## config.mk

```make
export PLATFORM = sky130hd
export DESIGN_NAME = uart_rx_cmd_decoder
export DESIGN_NICKNAME = d
export VERILOG_FILES = /design/src/rtl/uart_rx_cmd_decoder.sv
export SDC_FILE = /design/constraint.sdc
export NUM_CORES = 1
export LEC_CHECK = 0
export CORE_MARGIN = 2
export CORE_UTILIZATION = 49
export CTS_BUF_LIST = sky130_fd_sc_hd__clkbuf_8 sky130_fd_sc_hd__clkbuf_16
export DETAILED_ROUTE_END_ITERATION = 10
export PLACE_DENSITY_LB_ADDON = 0.25
export REMOVE_ABC_BUFFERS = 1
export SYNTH_ARGS = -nofsm -noshare
export SYNTH_HDL_FRONTEND = slang
export SYNTH_SLANG_ARGS = --single-unit
```

## constraint.sdc

```tcl
create_clock -name CLK -period 3.7 [get_ports CLK]
set_input_delay 0.74 -clock CLK [delete_from_list [all_inputs] [get_ports CLK]]
set_output_delay 0.74 -clock CLK [all_outputs]
set_load 0.01 [all_outputs]
```

## src/rtl/uart_rx_cmd_decoder.sv

```systemverilog
// uart_rx_cmd_decoder: assembles UART RX bytes into register-file and ALU commands.
// Optional inter-byte timeout is enabled by defining CMD_TIMEOUT_EN.
module uart_rx_cmd_decoder #(
   parameter int ADDR_W = 4,
   parameter logic [7:0] RF_WR_CMD = 8'hAA,
   parameter logic [7:0] RF_RD_CMD = 8'hBB,
   parameter logic [7:0] ALU_OP_CMD = 8'hCC,
   parameter logic [7:0] ALU_NOP_CMD = 8'hDD
`ifdef CMD_TIMEOUT_EN
   , parameter int TIMEOUT_CYCLES = 4096
`endif
) (
   input  logic              CLK,
   input  logic              RST,
   input  logic [7:0]        RX_P_DATA,
   input  logic              RX_D_VLD,
   input  logic              RX_PAR_ERR,
   input  logic              RX_STP_ERR,
   input  logic              cmd_ready,
   output logic [ADDR_W-1:0] RF_Address,
   output logic [7:0]        RF_WrData,
   output logic              RF_WrEn,
   output logic              RF_RdEn,
   output logic [3:0]        ALU_FUN,
   output logic              ALU_EN,
   output logic              ALU_Gate_EN,
   output logic              cmd_abort
);
   typedef enum logic [3:0] {
      IDLE, WR_ADDR, WR_DATA, RD_ADDR, ALU_A, ALU_B, ALU_F,
      ISSUE_WR, ISSUE_RD, ISSUE_OPA, ISSUE_OPB, ISSUE_ALU
   } state_t;
   state_t state_q, state_d;
   logic [ADDR_W-1:0] addr_q, addr_d;
   logic [7:0] data_q, data_d, opa_q, opa_d, opb_q, opb_d;
   logic [3:0] fun_q, fun_d;
   logic ops_q, ops_d, gate_q, gate_d, abort_q, abort_d;
   logic waiting, take, timeout;
   assign waiting = state_q inside {WR_ADDR, WR_DATA, RD_ADDR, ALU_A, ALU_B, ALU_F};
   assign take = RX_D_VLD && (waiting || state_q == IDLE);
`ifdef CMD_TIMEOUT_EN
   localparam int CNT_W = $clog2(TIMEOUT_CYCLES);
   logic [CNT_W-1:0] cnt_q, cnt_d;
   assign timeout = waiting && !take && cnt_q == CNT_W'(TIMEOUT_CYCLES - 1);
   assign cnt_d = (waiting && !take && !timeout) ? cnt_q + 1'b1 : '0;
   always_ff @(posedge CLK or negedge RST) begin
      if (!RST) cnt_q <= '0;
      else cnt_q <= cnt_d;
   end
`else
   assign timeout = 1'b0;
`endif
   always_comb begin
      state_d = state_q;
      addr_d = addr_q;
      data_d = data_q;
      opa_d = opa_q;
      opb_d = opb_q;
      fun_d = fun_q;
      ops_d = ops_q;
      gate_d = gate_q;
      abort_d = 1'b0;
      if ((take && (RX_PAR_ERR || RX_STP_ERR)) || timeout) begin
         state_d = IDLE;
         abort_d = 1'b1;
         gate_d = 1'b0;
      end else if (take) begin
         case (state_q)
            IDLE: begin
               if (RX_P_DATA == RF_WR_CMD) state_d = WR_ADDR;
               else if (RX_P_DATA == RF_RD_CMD) state_d = RD_ADDR;
               else if (RX_P_DATA == ALU_OP_CMD || RX_P_DATA == ALU_NOP_CMD) begin
                  ops_d = RX_P_DATA == ALU_OP_CMD;
                  state_d = ops_d ? ALU_A : ALU_F;
                  gate_d = 1'b1;
               end else abort_d = 1'b1;
            end
            WR_ADDR: begin addr_d = RX_P_DATA[ADDR_W-1:0]; state_d = WR_DATA; end
            WR_DATA: begin data_d = RX_P_DATA; state_d = ISSUE_WR; end
            RD_ADDR: begin addr_d = RX_P_DATA[ADDR_W-1:0]; state_d = ISSUE_RD; end
            ALU_A: begin opa_d = RX_P_DATA; state_d = ALU_B; end
            ALU_B: begin opb_d = RX_P_DATA; state_d = ALU_F; end
            ALU_F: begin fun_d = RX_P_DATA[3:0]; state_d = ops_q ? ISSUE_OPA : ISSUE_ALU; end
            default: ;
         endcase
      end else if (cmd_ready) begin
         // bytes arriving during ISSUE states fall through here and are dropped
         case (state_q)
            ISSUE_WR, ISSUE_RD: state_d = IDLE;
            ISSUE_OPA: state_d = ISSUE_OPB;
            ISSUE_OPB: state_d = ISSUE_ALU;
            ISSUE_ALU: begin state_d = IDLE; gate_d = 1'b0; end
            default: ;
         endcase
      end
   end
   always_ff @(posedge CLK or negedge RST) begin
      if (!RST) begin
         state_q <= IDLE;
         addr_q <= '0;
         data_q <= '0;
         opa_q <= '0;
         opb_q <= '0;
         fun_q <= '0;
         ops_q <= 1'b0;
         gate_q <= 1'b0;
         abort_q <= 1'b0;
      end else begin
         state_q <= state_d;
         addr_q <= addr_d;
         data_q <= data_d;
         opa_q <= opa_d;
         opb_q <= opb_d;
         fun_q <= fun_d;
         ops_q <= ops_d;
         gate_q <= gate_d;
         abort_q <= abort_d;
      end
   end
   assign RF_WrEn = cmd_ready && state_q inside {ISSUE_WR, ISSUE_OPA, ISSUE_OPB};
   assign RF_RdEn = cmd_ready && state_q == ISSUE_RD;
   assign ALU_EN = cmd_ready && state_q == ISSUE_ALU;
   assign RF_Address = state_q == ISSUE_OPA ? '0 : state_q == ISSUE_OPB ? ADDR_W'(1) : addr_q;
   assign RF_WrData = state_q == ISSUE_OPA ? opa_q : state_q == ISSUE_OPB ? opb_q : data_q;
   assign ALU_FUN = fun_q;
   assign ALU_Gate_EN = gate_q;
   assign cmd_abort = abort_q;
endmodule

```

# Word-level counts from Yosys, hierarchy flattened
# Index checks and enable logic that the tools add are counted.
[op_classes] eq_ne=21 n_reduce_logical=24 muxes=28 n_bitwise=3
[ops] operator="== test 8 bit, second input constant" n=4
[ops] operator="two-way mux 4 bit" n=8
[ops] operator="case mux 4 bit (7 select lines)" n=1
[ops] operator="== test 4 x 3 -> 1 bit, second input constant" n=4
[ops] operator="== test 4 bit, second input constant" n=4
[ops] operator="two-way mux 8 bit" n=2
[ops] operator="AND reduction 3 bit" n=5
[ops] operator="two-way mux 1 bit" n=14
[ops] operator="case mux 4 bit (3 select lines)" n=1
[ops] operator="AND reduction 6 bit" n=2
[ops] operator="!= test 9 x 1 -> 1 bit, second input constant" n=1
[ops] operator="nonzero test 3 bit" n=3
[ops] operator="== test 4 x 2 -> 1 bit, second input constant" n=2
[ops] operator="!= test 3 x 1 -> 1 bit, second input constant" n=2
[ops] operator="!= test 3 bit, second input constant" n=2
[ops] operator="!= test 6 x 2 -> 1 bit, second input constant" n=1
[ops] operator="nonzero test 6 bit" n=1
[ops] operator="logical AND 1 bit" n=5
[ops] operator="nonzero test 5 bit" n=1
[ops] operator="== test 4 x 1 -> 1 bit, second input constant" n=1
[ops] operator="logical NOT 4 bit" n=1
[ops] operator="two-way mux 2 bit" n=2
[ops] operator="AND reduction 4 bit" n=1
[ops] operator="logical OR 1 bit" n=3
[ops] operator="other kinds (3)" n=5
[totals] reg_bits=39 output_inout_bits=21 elab_cells=85 in_bits=14

# Longest topological paths before layout
# Gate-level depths: netlist (run 1).
[logic_depth] word_depth=8 depth_mapped=6 mapped_depth_nobuf=5

# Worst setup path after synthesis (run 1)
# No wires, ideal clock.
[synth_path] kind="register -> output" startpoint="reg state_q[0]" endpoint="out RF_WrData[0]" required_time_ns=2.960 path_slack_ns=1.630 arrival_time_ns=1.330 path_stages_with_launch=6 path_buffers=1 cell_sequence="dfrtp_1 > buf_6 > nand2b_4 > nor2_4 > mux2i_1 > o21ai_0"
[synth_via] elab_chain_cells=3 elab_cells_between_ends=4 cone_classes="eq/ne: 2; mux: 2"
[synth_rtl] item="start: declaration" line="33" source="state_t state_q, state_d;"
[synth_rtl] item="start signal: assignment" line="109" source="state_q <= state_d;"
[synth_rtl] item="== test 4 bit" line="124" source="assign RF_WrData = state_q == ISSUE_OPA ? opa_q : state_q == ISSUE_OPB ? opb_q : data_q;"
[synth_rtl] item="two-way mux 8 bit" line="124"
[synth_rtl] item="two-way mux 8 bit (*)" line="124"
[synth_rtl] item="end: declaration" line="21" source="output logic [7:0] RF_WrData,"
# Every way passes the cells marked *; elsewhere a longest branch is shown, timed or not.

# Final worst setup path (run 1)
[layout_path] startpoint="reg state_q[2]" endpoint="out RF_WrData[5]"
# Same word-level chain as after synthesis.

==> impl_metrics.py, run 1 <==
metrics = {
    "layout": {
        "num_antenna_cells": 0,
        "fin_util_pct": 62.8,
        "multi_input_area_um2": 1070,
        "fillCellCount": 329,
        "drive_gt1_share_pct": 23.3,
        "layout.nets": 236,
        "design_area_um2": 2550,
        "syn_to_final_growth_pct": 20.8,
        "register_area_um2": 976,
    },
    "global_routing": {
        "use_met2_pct": 33.3,
        "grt.met1_usage_pct": 25.4,
        "grt_max_degree": 40,
        "met3_usage_pct": 4.65,
        "gr-total-overflow": 0,
        "antenna_found_initial": 0,
        "grt_pass1_vias": 1546,
        "grt_usage_pct": 20.0,
        "grt_first_pass_wirelength_um": 7600,
        "grt.busiest_layer": "met2",
    },
    "critical_path": {
        "crit_family": "simple AND/OR/NAND/NOR gates",
        "crit_type": "flop to output pin",
        "startpoint_type": "flop",
        "setup.worst_path.end_class": "output pin",
        "ff2ff_path_depth": 4,
        "worst_path_max_delay_cell": "clkdlybuf4s50_1",
        "cp.depth": 5,
        "worstPathCellList": "nand2b_1 > nor2_4 > mux2i_1 > o21ai_0 > clkdlybuf4s50_1",
        "worst-path-max-fanout": 15,
        "crit_required_ns": 2.96,
        "path_buf_inv": 1,
        "slowest_delay_ns": 0.59,
        "critPathArrivalTime_ns": 2.47,
    },
    "detailed_routing": {
        "routed_via_density": 5.64,
        "first_iter_violations": 196,
        "wl_per_cell_um": 16.3,
        "finalWirelength_um": 4460,
        "ant_nets": 0,
        "drc": 0,
        "dr.pass1.iters": 4,
        "vias": 1539,
    },
    "power": {
        "powerDensity_nw_per_um2": 672,
        "peakVddDrop_uv": 337,
        "p_leak_nw": 1.13,
    },
    "place": {
        "place_hpwl_um": 3130,
        "numPortBuffers": 34,
        "place_area_um2": 2460,
        "place.gp.congestion": 0.865,
    },
    "timing": {
        "fin_crit_sh_pct": 86.7,
        "worst_clock_skew_ns": 0.00930,
        "fin_tns_setup_ns": 0,
        "fmax_mhz": 312,
        "setup_viol": 0,
        "layout_min_cycle_time_ns": 3.21,
        "relSlewSlack_pct": 43.7,
        "drv_slew": 0,
        "tightest_slew_ns": 0.845,
        "hold_viol": 0,
        "rsz0062_at_grt": "false",
    },
    "clocking": {
        "holdBufCountCts": 0,
        "root_buffer": "clkbuf_8",
        "cts_buffer_depth": 2,
        "clk_pin_slew_ns": 0.08,
        "cts_tree": "built",
        "cts_setup_buffers": 0,
        "clkSinkCount": 39,
        "worstSkewPairLatency_ns": 0.29,
        "numCtsBuffers": 5,
        "cts-htree-levels": 2,
        "cts_resized": 0,
    },
    "hold_path": {
        "holdPathStages": 1,
        "min_path_type": "flop to flop",
    },
    "logic_synthesis": {
        "synth_top_family_by_area": "multiplexers",
        "synth_area_um2": 2110,
        "ys_ff_latch": 39,
        "yosys_warnings": 0,
        "netlist.area_leader.share_pct": 46.3,
        "postSynthAreaPerCell_um2": 11.3,
        "ys_seq_area_share_pct": 46.3,
        "synthCells": 186,
        "synth-compound-area-share_pct": 9.20,
        "synthXorXnorAreaFrac_pct": 0.416,
        "synth_cell_type_count": 43,
        "synth_adder_area_share_pct": 0,
        "synth_area_leader_cell": "dfrtp_1",
        "synthMuxAreaShare_pct": 24.1,
        "yosys-top-cells-area": "dfrtp_1, mux2_2, mux2i_1, nand2_1, mux2_4",
        "yosys.area_share.simple_pct": 17.0,
    },
    "die": {
        "io_pins": 35,
        "initial_core_util_pct": 51.9,
        "fp.dieArea_um2": 4840,
        "fp.dieH_um": 69.6,
        "core_um2": 4060,
        "rows": 23,
        "die_w_um": 69.6,
    },
    "status": {
        "status": "finished, final reports clean",
    },
    "run": {
        "maxCapViolCount": 0,
    },
}
==> layer usage <==
| layer | routed length, µm | up-vias |
|---|---|---|
| li1 | - | 740 |
| met1 | 1980 | 749 |
| met2 | 2230 | 42 |
| met3 | 185 | 8 |
| met4 | 64 | 0 |
| met5 | 0 | - |
==> worst reg2reg max path, delay by kind of cell (launching register included) <==
kind	cells	cell delay, ns
AO/OA/AOI/OAI	2	0.50
flip-flops	1	0.57
multiplexers	1	0.37
AND/OR/NAND/NOR	1	0.37
==> final timing paths <==
| kind | to | startpoint | slack [ns] |
|---|---|---|---|
| worst min-delay path | ALU_Gate_EN | ALU_Gate_EN | 0.50 |
| worst max-delay path | RF_WrData[5] | state_q[2] | 0.49 |
| worst max register to register | state_q[2] | state_q[2] | 1.77 |
| max in group asynchronous | opa_q[5] | RST | 2.62 |
| worst min register to register | ALU_Gate_EN | ALU_Gate_EN | 0.50 |
| min in group asynchronous | ALU_FUN[3] | RST | 0.55 |
==> synth_stat cells <==
library cell / instances
nand2_1: 17
buf_6: 2
dfrtp_1: 39
mux2_1: 1
nand2b_1: 2
nand4_1: 1
nand3_1: 4
o21ai_1: 2
mux2i_1: 11
nor2b_4: 1
o221ai_1: 1
or3_4: 1
and2_1: 3
nor4_1: 1
or3_1: 2
a31oi_1: 1
nor2_1: 10
nor2b_1: 4
nor3_1: 2
and3_1: 2
inv_1: 4
xnor2_1: 1
buf_4: 2
o22ai_1: 2
o31a_1: 1
o32a_1: 2
nor4_2: 1
nand2b_4: 1
mux2_2: 29
a21o_1: 1
a21boi_0: 2
a21oi_1: 6
o21ai_0: 10
nor2_4: 1
a22oi_1: 1
nor3_2: 1
o2bb2ai_1: 1
mux2_4: 4
nor3_4: 1
buf_2: 2
and4bb_1: 2
nand2_2: 3
o21ai_2: 1
==> cell type report <==
cell class,instances,share of cell area (%)
inverter,4,0.590
clock buffer,5,2.70
sequential,39,38.3
multi-input combinational,137,42.0
clock inverter,3,0.491
timing repair buffer,35,13.5
tap,50,2.46
==> through the flow <==
stage               hold slack [ns]  std cells  power (mW)  setup slack [ns]
finish                        0.503        273        1.71             0.492
global route                  0.523        273        1.82             0.343
CTS                           0.506        273        1.72             0.492
detailed placement            0.484        265        1.44             0.844
global placement              0.462        265        1.41             0.925
floorplan                     0.444        180        1.11              1.41
==> registers in the layout (all words and copies together), names as in the netlist <==
| register | flops |
|---|---|
| addr_q | 4 |
| ops_q | 1 |
| opa_q | 8 |
| ALU_FUN | 4 |
| state_q | 4 |
| opb_q | 8 |
| data_q | 8 |
| ALU_Gate_EN | 1 |
| cmd_abort | 1 |
==> report_power, final <==
group / switching, mW / internal [mW] / total (mW) / leakage (nW)
combinational: 0.349 / 0.432 / 0.782 / 0.566
clock: 0.149 / 0.127 / 0.275 / 0.0505
sequential: 0.117 / 0.537 / 0.653 / 0.512
total: 0.615 / 1.10 / 1.71 / 1.13
==> logic make-up after synthesis <==
kind of cell | count (synthesis)
XOR/XNOR | 1
buffers and inverters | 10
AO/OA/AOI/OAI | 31
multiplexers | 45
flip-flops | 39
AND/OR/NAND/NOR | 60
==> cell usage in the layout (no fill, tap or decap), drive strengths merged, types with 3 or more instances in the layout <==
cell type / instances
a21oi: 6
and2: 3
clkbuf: 5
clkdlybuf4s50: 33
dfrtp: 39
inv: 6
mux2: 34
mux2i: 11
nand2: 20
nand2b: 3
nand3: 4
nor2: 11
nor2b: 5
nor3: 4
o21ai: 13
or3: 3
Note: power is estimated with default switching activity, not from simulation.
==> inputs of run 2 (changes only) <==
- CELL_PAD_IN_SITES_DETAIL_PLACEMENT: unset -> 0
- CELL_PAD_IN_SITES_GLOBAL_PLACEMENT: unset -> 1
- CORE_UTILIZATION: 49 -> 45
- CTS_CLUSTER_SIZE: unset -> 24
==> impl_metrics.py, run 2 (same netlist as run 1, synthesis figures left out) <==
metrics = {
    "timing": {
        "worst_hold_slack_ns": 0.483,
        "worst_clock_skew_ns": 0.00702,
        "setup_viol": 0,
        "layout_min_cycle_time_ns": 3.18,
        "fmax_mhz": 314,
        "hold_viol": 0,
        "rsz0062_at_grt": "false",
        "setup_slack_ns": 0.519,
        "relSlewSlack_pct": 42.5,
        "drv_slew": 0,
        "tightest_slew_ns": 0.863,
        "fin_crit_sh_pct": 86.0,
        "fin_tns_setup_ns": 0,
    },
    "power": {
        "p_switching_mw": 0.638,
        "p_seq_share_pct": 35.7,
        "powerDensity_nw_per_um2": 700,
        "internal-power_mw": 1.17,
        "pwr-share-comb_pct": 44.3,
        "total_power_mw": 1.81,
        "p_leak_nw": 1.14,
        "power_frac_clock_pct": 20.1,
        "p_sw_share_pct": 35.2,
        "peakVddDrop_uv": 373,
    },
    "critical_path": {
        "reg2reg_slack_ns": 1.76,
        "worstPathCellList": "nand2b_4 > nor2_4 > mux2i_1 > o21ai_0 > clkdlybuf4s50_1",
        "r2r_start": "state_q[1]",
        "critPathArrivalTime_ns": 2.44,
        "crit_required_ns": 2.96,
        "setup.worst_path.end_class": "output pin",
        "worst_path_max_delay_cell": "dfrtp_1",
        "crit_type": "flop to output pin",
        "crit_family": "flip-flops",
        "worst-path-max-fanout": 15,
        "startpoint_type": "flop",
        "path_buf_inv": 1,
        "ff2ff_path_depth": 5,
        "slowest_delay_ns": 0.69,
        "r2r_end": "state_q[1]",
    },
    "place": {
        "dp.cells": 268,
        "place.gp.congestion": 0.841,
        "pre_cts_ws_ns": 0.878,
        "numPortBuffers": 34,
        "place_area_um2": 2470,
        "place_hpwl_um": 3450,
    },
    "clocking": {
        "worstSkewPairLatency_ns": 0.30,
        "cts-htree-levels": 2,
        "cts_resized": 0,
        "root_buffer": "clkbuf_8",
        "cts_tree": "built",
        "clk_pin_slew_ns": 0.08,
        "numCtsBuffers": 5,
        "holdBufCountCts": 0,
        "clkSinkCount": 39,
        "cts_setup_buffers": 0,
        "cts_buffer_depth": 2,
    },
    "hold_path": {
        "holdPathStages": 1,
        "min_path_type": "flop to flop",
        "min_to": "ALU_Gate_EN",
        "worstHoldStart": "ALU_Gate_EN",
    },
    "die": {
        "rows": 24,
        "fp.dieArea_um2": 5250,
        "io_pins": 35,
        "core_um2": 4440,
        "initial_core_util_pct": 47.4,
        "die_w_um": 72.4,
        "fp.dieH_um": 72.4,
    },
    "layout": {
        "fillCellCount": 368,
        "final_common_cell": "dfrtp_1",
        "num_antenna_cells": 0,
        "layout.nets": 237,
        "syn_to_final_growth_pct": 22.8,
        "drive_gt1_share_pct": 24.6,
        "fin_util_pct": 58.2,
        "stdcell_count": 276,
        "reg_top3": "data_q (8), opa_q (8), opb_q (8)",
        "mostFrequentLayoutCells": "dfrtp_1, clkdlybuf4s50_1, mux2_2",
        "design_area_um2": 2590,
    },
    "detailed_routing": {
        "drc": 0,
        "finalWirelength_um": 4870,
        "wl_per_cell_um": 17.7,
        "dr.pass1.iters": 4,
        "ant_nets": 0,
        "first_iter_violations": 104,
        "vias": 1600,
        "routed_via_density": 5.80,
    },
    "global_routing": {
        "grt_max_degree": 40,
        "grt_usage_pct": 20.3,
        "grt_first_pass_wirelength_um": 7940,
        "grt_pass1_vias": 1589,
        "gr-total-overflow": 0,
        "antenna_found_initial": 0,
    },
    "run": {
        "maxCapViolCount": 0,
    },
    "status": {
        "status": "finished, final reports clean",
    },
}
-- run 2: cell count changes in the layout (fill, tap and decap cells not counted), sizes merged --
cell / before / now
inv: 6 / 4
buf: 2 / 3
bufinv: 0 / 1
clkinv: 1 / 2
-- run 2: power by group through the flow --
stage	Sequential (mW)	Combinational, mW	Clock, mW
final	0.645	0.801	0.364
after global routing	0.663	0.870	0.385
after CTS	0.643	0.807	0.370
after detailed placement	0.652	0.801	0
after global placement	0.642	0.788	0
after floorplan	0.634	0.474	0
-- run 2: final cells by class --
type	instances	area, µm²	share of cell area [%]
well taps	52	65.1	2.51
multi-input cells	137	1070	41.3
clock buffers	5	68.8	2.66
repair buffers	36	350	13.5
flip-flops and latches	39	976	37.7
inverters	4	15.0	0.580
clock inverters	3	43.8	1.69
-- run 2: how the worst max path moves through the flow --
stage,from,endpoint,slack [ns],cells past startpoint
floorplan,state_q[2],RF_WrData[0],1.41,3
global placement,state_q[3],RF_WrData[5],0.87,5
detailed placement,cmd_ready,ALU_EN,0.88,4
CTS,state_q[3],RF_WrData[5],0.53,5
global route,state_q[0],RF_WrData[4],0.40,6
finish,state_q[1],RF_WrData[5],0.52,5
-- run 2: layer usage --
metal	vias to the layer above	track usage, %	part of all wire (%)
met5	-	0	0
met1	779	26.4	44
met4	0	9.05	1.2
li1	745	-	-
met2	69	32.3	49
met3	7	4.58	6.4
